==> src/rtl/mod_sram_ctrl_if.sv <==
// Host + SRAM-side bus bundle for mod_sram_ctrl.
// slave  : the controller (drives SRAM pins, rdata/busy/done)
// master : host / SRAM model side
interface mod_sram_ctrl_if;
  // host side
  logic        req;
  logic        wr;
  logic [14:0] addr;
  logic [7:0]  wdata;
  logic [7:0]  rdata;
  logic        busy;
  logic        done;
  // SRAM side
  logic [14:0] a;
  logic        cs;
  logic        oe;
  logic        we;
  logic [7:0]  io_out;
  logic        io_oe;
  logic [7:0]  io_in;

  modport slave (
    input  req, wr, addr, wdata, io_in,
    output rdata, busy, done, a, cs, oe, we, io_out, io_oe
  );

  modport master (
    output req, wr, addr, wdata, io_in,
    input  rdata, busy, done, a, cs, oe, we, io_out, io_oe
  );
endinterface

==> src/rtl/mod_sram_ctrl.sv <==
// Asynchronous SRAM controller: one access at a time, fixed-length
// CS/OE read window, setup/pulse/hold write, optional bus turnaround
// after reads. Every SRAM pin and host status output comes straight
// from a flop; the next-cycle pin values are decoded from the next state.
module mod_sram_ctrl #(
  parameter int RD_CYC   = 2,
  parameter int WR_CYC   = 2,
  parameter int TURN_CYC = 1
) (
  input logic             clk,
  input logic             rst,
  mod_sram_ctrl_if.slave  bus
);

  typedef enum logic [2:0] {
    IDLE, RD_ACT, RD_DONE, TURN, WR_SETUP, WR_PULSE, WR_HOLD, WR_DONE
  } state_t;

  // Counters hold "cycles remaining after this one", so a state lasting
  // N cycles is entered with N-1.
  localparam logic [3:0] RD_LD   = 4'(RD_CYC - 1);
  localparam logic [3:0] WR_LD   = 4'(WR_CYC - 1);
  localparam logic [3:0] TURN_LD = (TURN_CYC > 0) ? 4'(TURN_CYC - 1) : 4'd0;
  localparam bit         HAS_TURN = (TURN_CYC > 0);

  state_t      state, state_nx;
  logic [3:0]  cnt, cnt_nx;
  logic [14:0] a_q, a_nx;
  logic [7:0]  io_out_q, io_out_nx;
  logic [7:0]  rdata_q, rdata_nx;
  logic        cs_nx, oe_nx, we_nx, io_oe_nx, busy_nx, done_nx;
  logic        cs_q, oe_q, we_q, io_oe_q, busy_q, done_q;

  // Next state, counter reload on every entry, address/data/read capture.
  always_comb begin
    state_nx  = state;
    cnt_nx    = (cnt != 4'd0) ? cnt - 4'd1 : 4'd0;
    a_nx      = a_q;
    io_out_nx = io_out_q;
    rdata_nx  = rdata_q;
    case (state)
      IDLE: begin
        if (bus.req) begin
          a_nx = bus.addr;
          if (bus.wr) begin
            state_nx  = WR_SETUP;
            io_out_nx = bus.wdata;
            cnt_nx    = 4'd0;
          end else begin
            state_nx = RD_ACT;
            cnt_nx   = RD_LD;
          end
        end
      end
      RD_ACT: begin
        if (cnt == 4'd0) begin
          state_nx = RD_DONE;
          rdata_nx = bus.io_in;
          cnt_nx   = 4'd0;
        end
      end
      RD_DONE: begin
        if (HAS_TURN) begin
          state_nx = TURN;
          cnt_nx   = TURN_LD;
        end else begin
          state_nx = IDLE;
          cnt_nx   = 4'd0;
        end
      end
      TURN: begin
        if (cnt == 4'd0) begin
          state_nx = IDLE;
          cnt_nx   = 4'd0;
        end
      end
      WR_SETUP: begin
        state_nx = WR_PULSE;
        cnt_nx   = WR_LD;
      end
      WR_PULSE: begin
        if (cnt == 4'd0) begin
          state_nx = WR_HOLD;
          cnt_nx   = 4'd0;
        end
      end
      WR_HOLD: begin
        state_nx = WR_DONE;
        cnt_nx   = 4'd0;
      end
      WR_DONE: begin
        state_nx = IDLE;
        cnt_nx   = 4'd0;
      end
    endcase
  end

  // Pin values for the cycle that state_nx will occupy.
  always_comb begin
    cs_nx    = 1'b1;
    oe_nx    = 1'b1;
    we_nx    = 1'b1;
    io_oe_nx = 1'b0;
    busy_nx  = (state_nx != IDLE);
    done_nx  = 1'b0;
    case (state_nx)
      RD_ACT: begin
        cs_nx = 1'b0;
        oe_nx = 1'b0;
      end
      WR_SETUP, WR_HOLD: begin
        cs_nx    = 1'b0;
        io_oe_nx = 1'b1;
      end
      WR_PULSE: begin
        cs_nx    = 1'b0;
        we_nx    = 1'b0;
        io_oe_nx = 1'b1;
      end
      RD_DONE, WR_DONE: done_nx = 1'b1;
      default: ;
    endcase
  end

  // State and registered outputs; reset aborts any access immediately.
  always_ff @(posedge clk) begin
    if (rst) begin
      state    <= IDLE;
      cnt      <= 4'd0;
      a_q      <= 15'h0000;
      io_out_q <= 8'h00;
      rdata_q  <= 8'h00;
      cs_q     <= 1'b1;
      oe_q     <= 1'b1;
      we_q     <= 1'b1;
      io_oe_q  <= 1'b0;
      busy_q   <= 1'b0;
      done_q   <= 1'b0;
    end else begin
      state    <= state_nx;
      cnt      <= cnt_nx;
      a_q      <= a_nx;
      io_out_q <= io_out_nx;
      rdata_q  <= rdata_nx;
      cs_q     <= cs_nx;
      oe_q     <= oe_nx;
      we_q     <= we_nx;
      io_oe_q  <= io_oe_nx;
      busy_q   <= busy_nx;
      done_q   <= done_nx;
    end
  end

  assign bus.a      = a_q;
  assign bus.io_out = io_out_q;
  assign bus.rdata  = rdata_q;
  assign bus.cs     = cs_q;
  assign bus.oe     = oe_q;
  assign bus.we     = we_q;
  assign bus.io_oe  = io_oe_q;
  assign bus.busy   = busy_q;
  assign bus.done   = done_q;

endmodule

==> src/flat_wrapper.sv <==
// flat-port wrapper written by rule: the top's interface ports become plain ports
module mod_sram_ctrl_flat 
#(
  parameter int RD_CYC   = 2,
  parameter int WR_CYC   = 2,
  parameter int TURN_CYC = 1
)
  (clk, rst, bus_req, bus_wr, bus_addr, bus_wdata, bus_io_in, bus_rdata, bus_busy, bus_done, bus_a, bus_cs, bus_oe, bus_we, bus_io_out, bus_io_oe);
  mod_sram_ctrl_if bus_i ();
  input logic clk;
  input logic rst;
  input wire logic [$bits(bus_i.req)-1:0] bus_req;
  input wire logic [$bits(bus_i.wr)-1:0] bus_wr;
  input wire logic [$bits(bus_i.addr)-1:0] bus_addr;
  input wire logic [$bits(bus_i.wdata)-1:0] bus_wdata;
  input wire logic [$bits(bus_i.io_in)-1:0] bus_io_in;
  output wire logic [$bits(bus_i.rdata)-1:0] bus_rdata;
  output wire logic [$bits(bus_i.busy)-1:0] bus_busy;
  output wire logic [$bits(bus_i.done)-1:0] bus_done;
  output wire logic [$bits(bus_i.a)-1:0] bus_a;
  output wire logic [$bits(bus_i.cs)-1:0] bus_cs;
  output wire logic [$bits(bus_i.oe)-1:0] bus_oe;
  output wire logic [$bits(bus_i.we)-1:0] bus_we;
  output wire logic [$bits(bus_i.io_out)-1:0] bus_io_out;
  output wire logic [$bits(bus_i.io_oe)-1:0] bus_io_oe;
  assign bus_i.req = bus_req;
  assign bus_i.wr = bus_wr;
  assign bus_i.addr = bus_addr;
  assign bus_i.wdata = bus_wdata;
  assign bus_i.io_in = bus_io_in;
  assign bus_rdata = bus_i.rdata;
  assign bus_busy = bus_i.busy;
  assign bus_done = bus_i.done;
  assign bus_a = bus_i.a;
  assign bus_cs = bus_i.cs;
  assign bus_oe = bus_i.oe;
  assign bus_we = bus_i.we;
  assign bus_io_out = bus_i.io_out;
  assign bus_io_oe = bus_i.io_oe;
  mod_sram_ctrl #(.RD_CYC(RD_CYC), .WR_CYC(WR_CYC), .TURN_CYC(TURN_CYC)) u_core (.clk(clk), .rst(rst), .bus(bus_i));
endmodule
==> config.mk <==
export PLATFORM = sky130hd
export DESIGN_NAME = mod_sram_ctrl_flat
export DESIGN_NICKNAME = d
export VERILOG_FILES = /design/src/rtl/mod_sram_ctrl_if.sv /design/src/rtl/mod_sram_ctrl.sv /design/src/flat_wrapper.sv
export SDC_FILE = /design/constraint.sdc
export NUM_CORES = 1
export LEC_CHECK = 0
export ABC_AREA = 0
export CELL_PAD_IN_SITES_DETAIL_PLACEMENT = 1
export CELL_PAD_IN_SITES_GLOBAL_PLACEMENT = 1
export CORE_ASPECT_RATIO = 2
export CORE_UTILIZATION = 31
export DETAILED_ROUTE_END_ITERATION = 10
export PLACE_DENSITY_LB_ADDON = 0.12
export SLEW_MARGIN = 20
export SYNTH_ARGS = -nofsm -noshare
export SYNTH_HDL_FRONTEND = slang
export SYNTH_SLANG_ARGS = --single-unit
export TNS_END_PERCENT = 5
==> constraint.sdc <==
create_clock -name clk -period 2.2 [get_ports clk]
set_clock_uncertainty 0.15 [all_clocks]
set_input_delay 0.55 -clock clk [delete_from_list [all_inputs] [get_ports clk]]
set_output_delay 0.55 -clock clk [all_outputs]
set_load 0.1 [all_outputs]
==> metrics <==
outcome complete, no violations; I/O Buffers 71; largest net degree at the start of global routing 35; required time of the critical path 2.27 ns; Post-Syn Nets 245; ANT cells 0; Synth area leaders dfxtp_1, nand2_1, mux2i_1, a21oi_1, nor2_1; Worst R2R Path Depth 6; die area slightly above 6000 um^2; Worst-path clk slew 0.08 ns; Leakage 1.10 nW; Final Hold Vio Count 0; most frequent cells in the layout nand2_1, buf_4, dfxtp_1; Max rail drop VDD around 950 uV; Worst Hold Slack 0.312 ns; ratio of cells with drive above 1 in the final layout 21.1%; reg2reg end u_core.bus.we; Placer Congestion around 0.76; wire length on met3 195 um; Area Overhead vs Synth 46.1%; hold path endpoint u_core.bus.a[5]; number of global-route vias before repair 1751; crit path cell chain clkdlybuf4s50_1, buf_4, or3_1, a311o_1, nor2_1; first-pass GRT wire length 7780 um; CP top delay family buffers and inverters; vias after detailed routing 1643; clk sinks 44; share of the synthesized area in the top cell type 48.9%; flops & latches, synth 44; Max Cap Viol 0; TritonCTS buffer count 5; Worst Tran Pin Value 0.644 ns; CTS tree done; unrepaired setup endpoints after global routing false; CTS HTree Levels 2; Tot Pwr 3.72 mW; post-route ant nets 0; type of origin of the critical path input port; Horiz. Die Dim 55.9 um; synth unique cells 33; Core Rows 38; syn_area_per_cell slightly below 9 um^2; First DRT Iteration DRCs 27; IO Pins 72; die height 110 um; worst relative slew slack 57.0%; core box area 5520 um^2; crit path max fanout 7; fin util between 40% and 50%; hold buffers post-CTS 0; GRT Overall Usage roughly 16%; Starting Density about a third; leading area contributor after synthesis dfxtp_1; Worst path max stage delay 0.44 ns; P per Cell Area 1420 nW/um^2; post-DR vias/cell 4.78; synthesized instance count 208; initial antenna violation count 0; HP Class reg2reg; Setup TNS 0 ns; met1 WL 1680 um; First-pass DRT Iterations 4; # DRC 0; Buf/Inv on CP 2; Final min period 1.87 ns; DP HPWL 3580 um; Routed WL 4640 um; CTS root buf clkbuf_8; synth warn 0; # Post-CTS Setup Buffers 0; Max Slew Vio Count 0; nets 320; R2R setup slack 0.40 ns; gr ovfl total 0; reg2reg start u_core.cnt[0]; maximum clock path buffer count 2; wire length on met2 ~2700 um; Final period util roughly 85%; hold path cells 2; max frequency roughly 530 MHz; sequential share of the synthesized area between 40% and 50%; number of instances resized during post-cts repair 0; top routing layer in use met4; clk_lat worst skew around 0.28 ns; WS Path Type in2reg; final setup violation count 0; CP arrival 1.95 ns; critical path's slowest cell clkdlybuf4s50_1; CP Capture Type register; HP Start u_core.bus.a[5]; Post-Synthesis Cell Area 1800 um^2; post-DR wirelength/cell roughly 13 um; commonest non-fill, non-tap cell in the layout nand2_1
==> per-layer routing <==
metal / vias up / track usage, %
li1: 830 / -
met1: 761 / 15.8
met2: 48 / 33.0
met3: 4 / 2.59
met4: 0 / 5.23
met5: - / 0
==> cell type report <==
| class | instances | area (um^2) |
|---|---|---|
| Clock buffer | 6 | 82.6 |
| Clock inverter | 2 | 10.0 |
| Fill cell | 668 | 2880 |
| Inverter | 3 | 11.3 |
| Multi-Input combinational cell | 146 | 826 |
| Sequential cell | 44 | 881 |
| Tap cell | 60 | 75.1 |
| Timing Repair Buffer | 83 | 746 |
==> cell usage after synthesis <==
library cell   n
clkbuf_1       8
a311o_1        1
nor2b_1        1
nor2_1        13
buf_4          2
a221oi_1       1
a32oi_1        1
nand2b_1       4
clkinv_1       1
o21ba_2        1
and4bb_1       1
a21oi_1       16
ha_1           2
buf_6          2
xnor2_1        2
a211oi_1       2
o21ai_0        3
buf_2          3
o22a_1         1
inv_1          2
and3_1         1
o21a_1         2
nor3b_1        1
dfxtp_1       44
nor4b_4        1
mux2i_1       16
o21bai_1       1
or3_1          1
nand2_1       65
nor3b_2        1
nor3_1         5
nor4_1         1
or4b_1         2
==> worst reg2reg max path, stage by stage (launching register included) <==
cell and delay, ns:
dfxtp_1 0.36, inv_1 0.07, ha_1 0.22, and4bb_1 0.21
buf_4 0.15, a21oi_1 0.10, or4b_1 0.43
==> state kept, by name, indices dropped and copies added, names as in the netlist <==
signal / cells
u_core.state: 3
u_core.bus.busy: 1
u_core.bus.rdata: 8
u_core.bus.done: 1
u_core.bus.cs: 1
u_core.bus.io_oe: 1
u_core.bus.oe: 1
u_core.bus.io_out: 8
u_core.cnt: 4
u_core.bus.we: 1
u_core.bus.a: 15
==> report_power, final <==
group / internal (mW) / switching [mW] / total (mW) / leakage [nW]
registers: 0.985 / 0.164 / 1.15 / 0.360
logic: 0.645 / 1.42 / 2.07 / 0.684
clock network: 0.251 / 0.258 / 0.508 / 0.0510
==> worst max path at each step <==
stage	start	end	slack (ns)	cells after the start
global route	bus_req	u_core.cnt[2]	0.24	5
floorplan	bus_req	u_core.bus.we	0.51	4
detailed placement	bus_req	u_core.cnt[2]	0.04	5
CTS	bus_req	u_core.cnt[2]	0.34	5
finish	bus_req	u_core.cnt[2]	0.33	5
global placement	bus_req	u_core.cnt[2]	0.09	5
==> per-stage QoR <==
step / cell area [um^2] / cells / worst slack (ns)
floorplan: 1800 / 208 / 0.509
global placement: 2540 / 336 / 0.0873
detailed placement: 2540 / 336 / 0.0427
CTS: 2630 / 344 / 0.336
global route: 2630 / 344 / 0.240
finish: 2630 / 344 / 0.327
==> kinds of logic after synthesis <==
kind of cell | count (synthesis) | synth area share [%]
flip-flops | 44 | 48.9
AO/OA/AOI/OAI | 29 | 9.94
multiplexers | 16 | 8.89
buffers and inverters | 18 | 5.21
adder cells (fa/ha/maj) | 2 | 1.39
AND/OR/NAND/NOR | 97 | 24.7
XOR/XNOR | 2 | 0.973
Note: power is estimated with default switching activity, not from simulation.
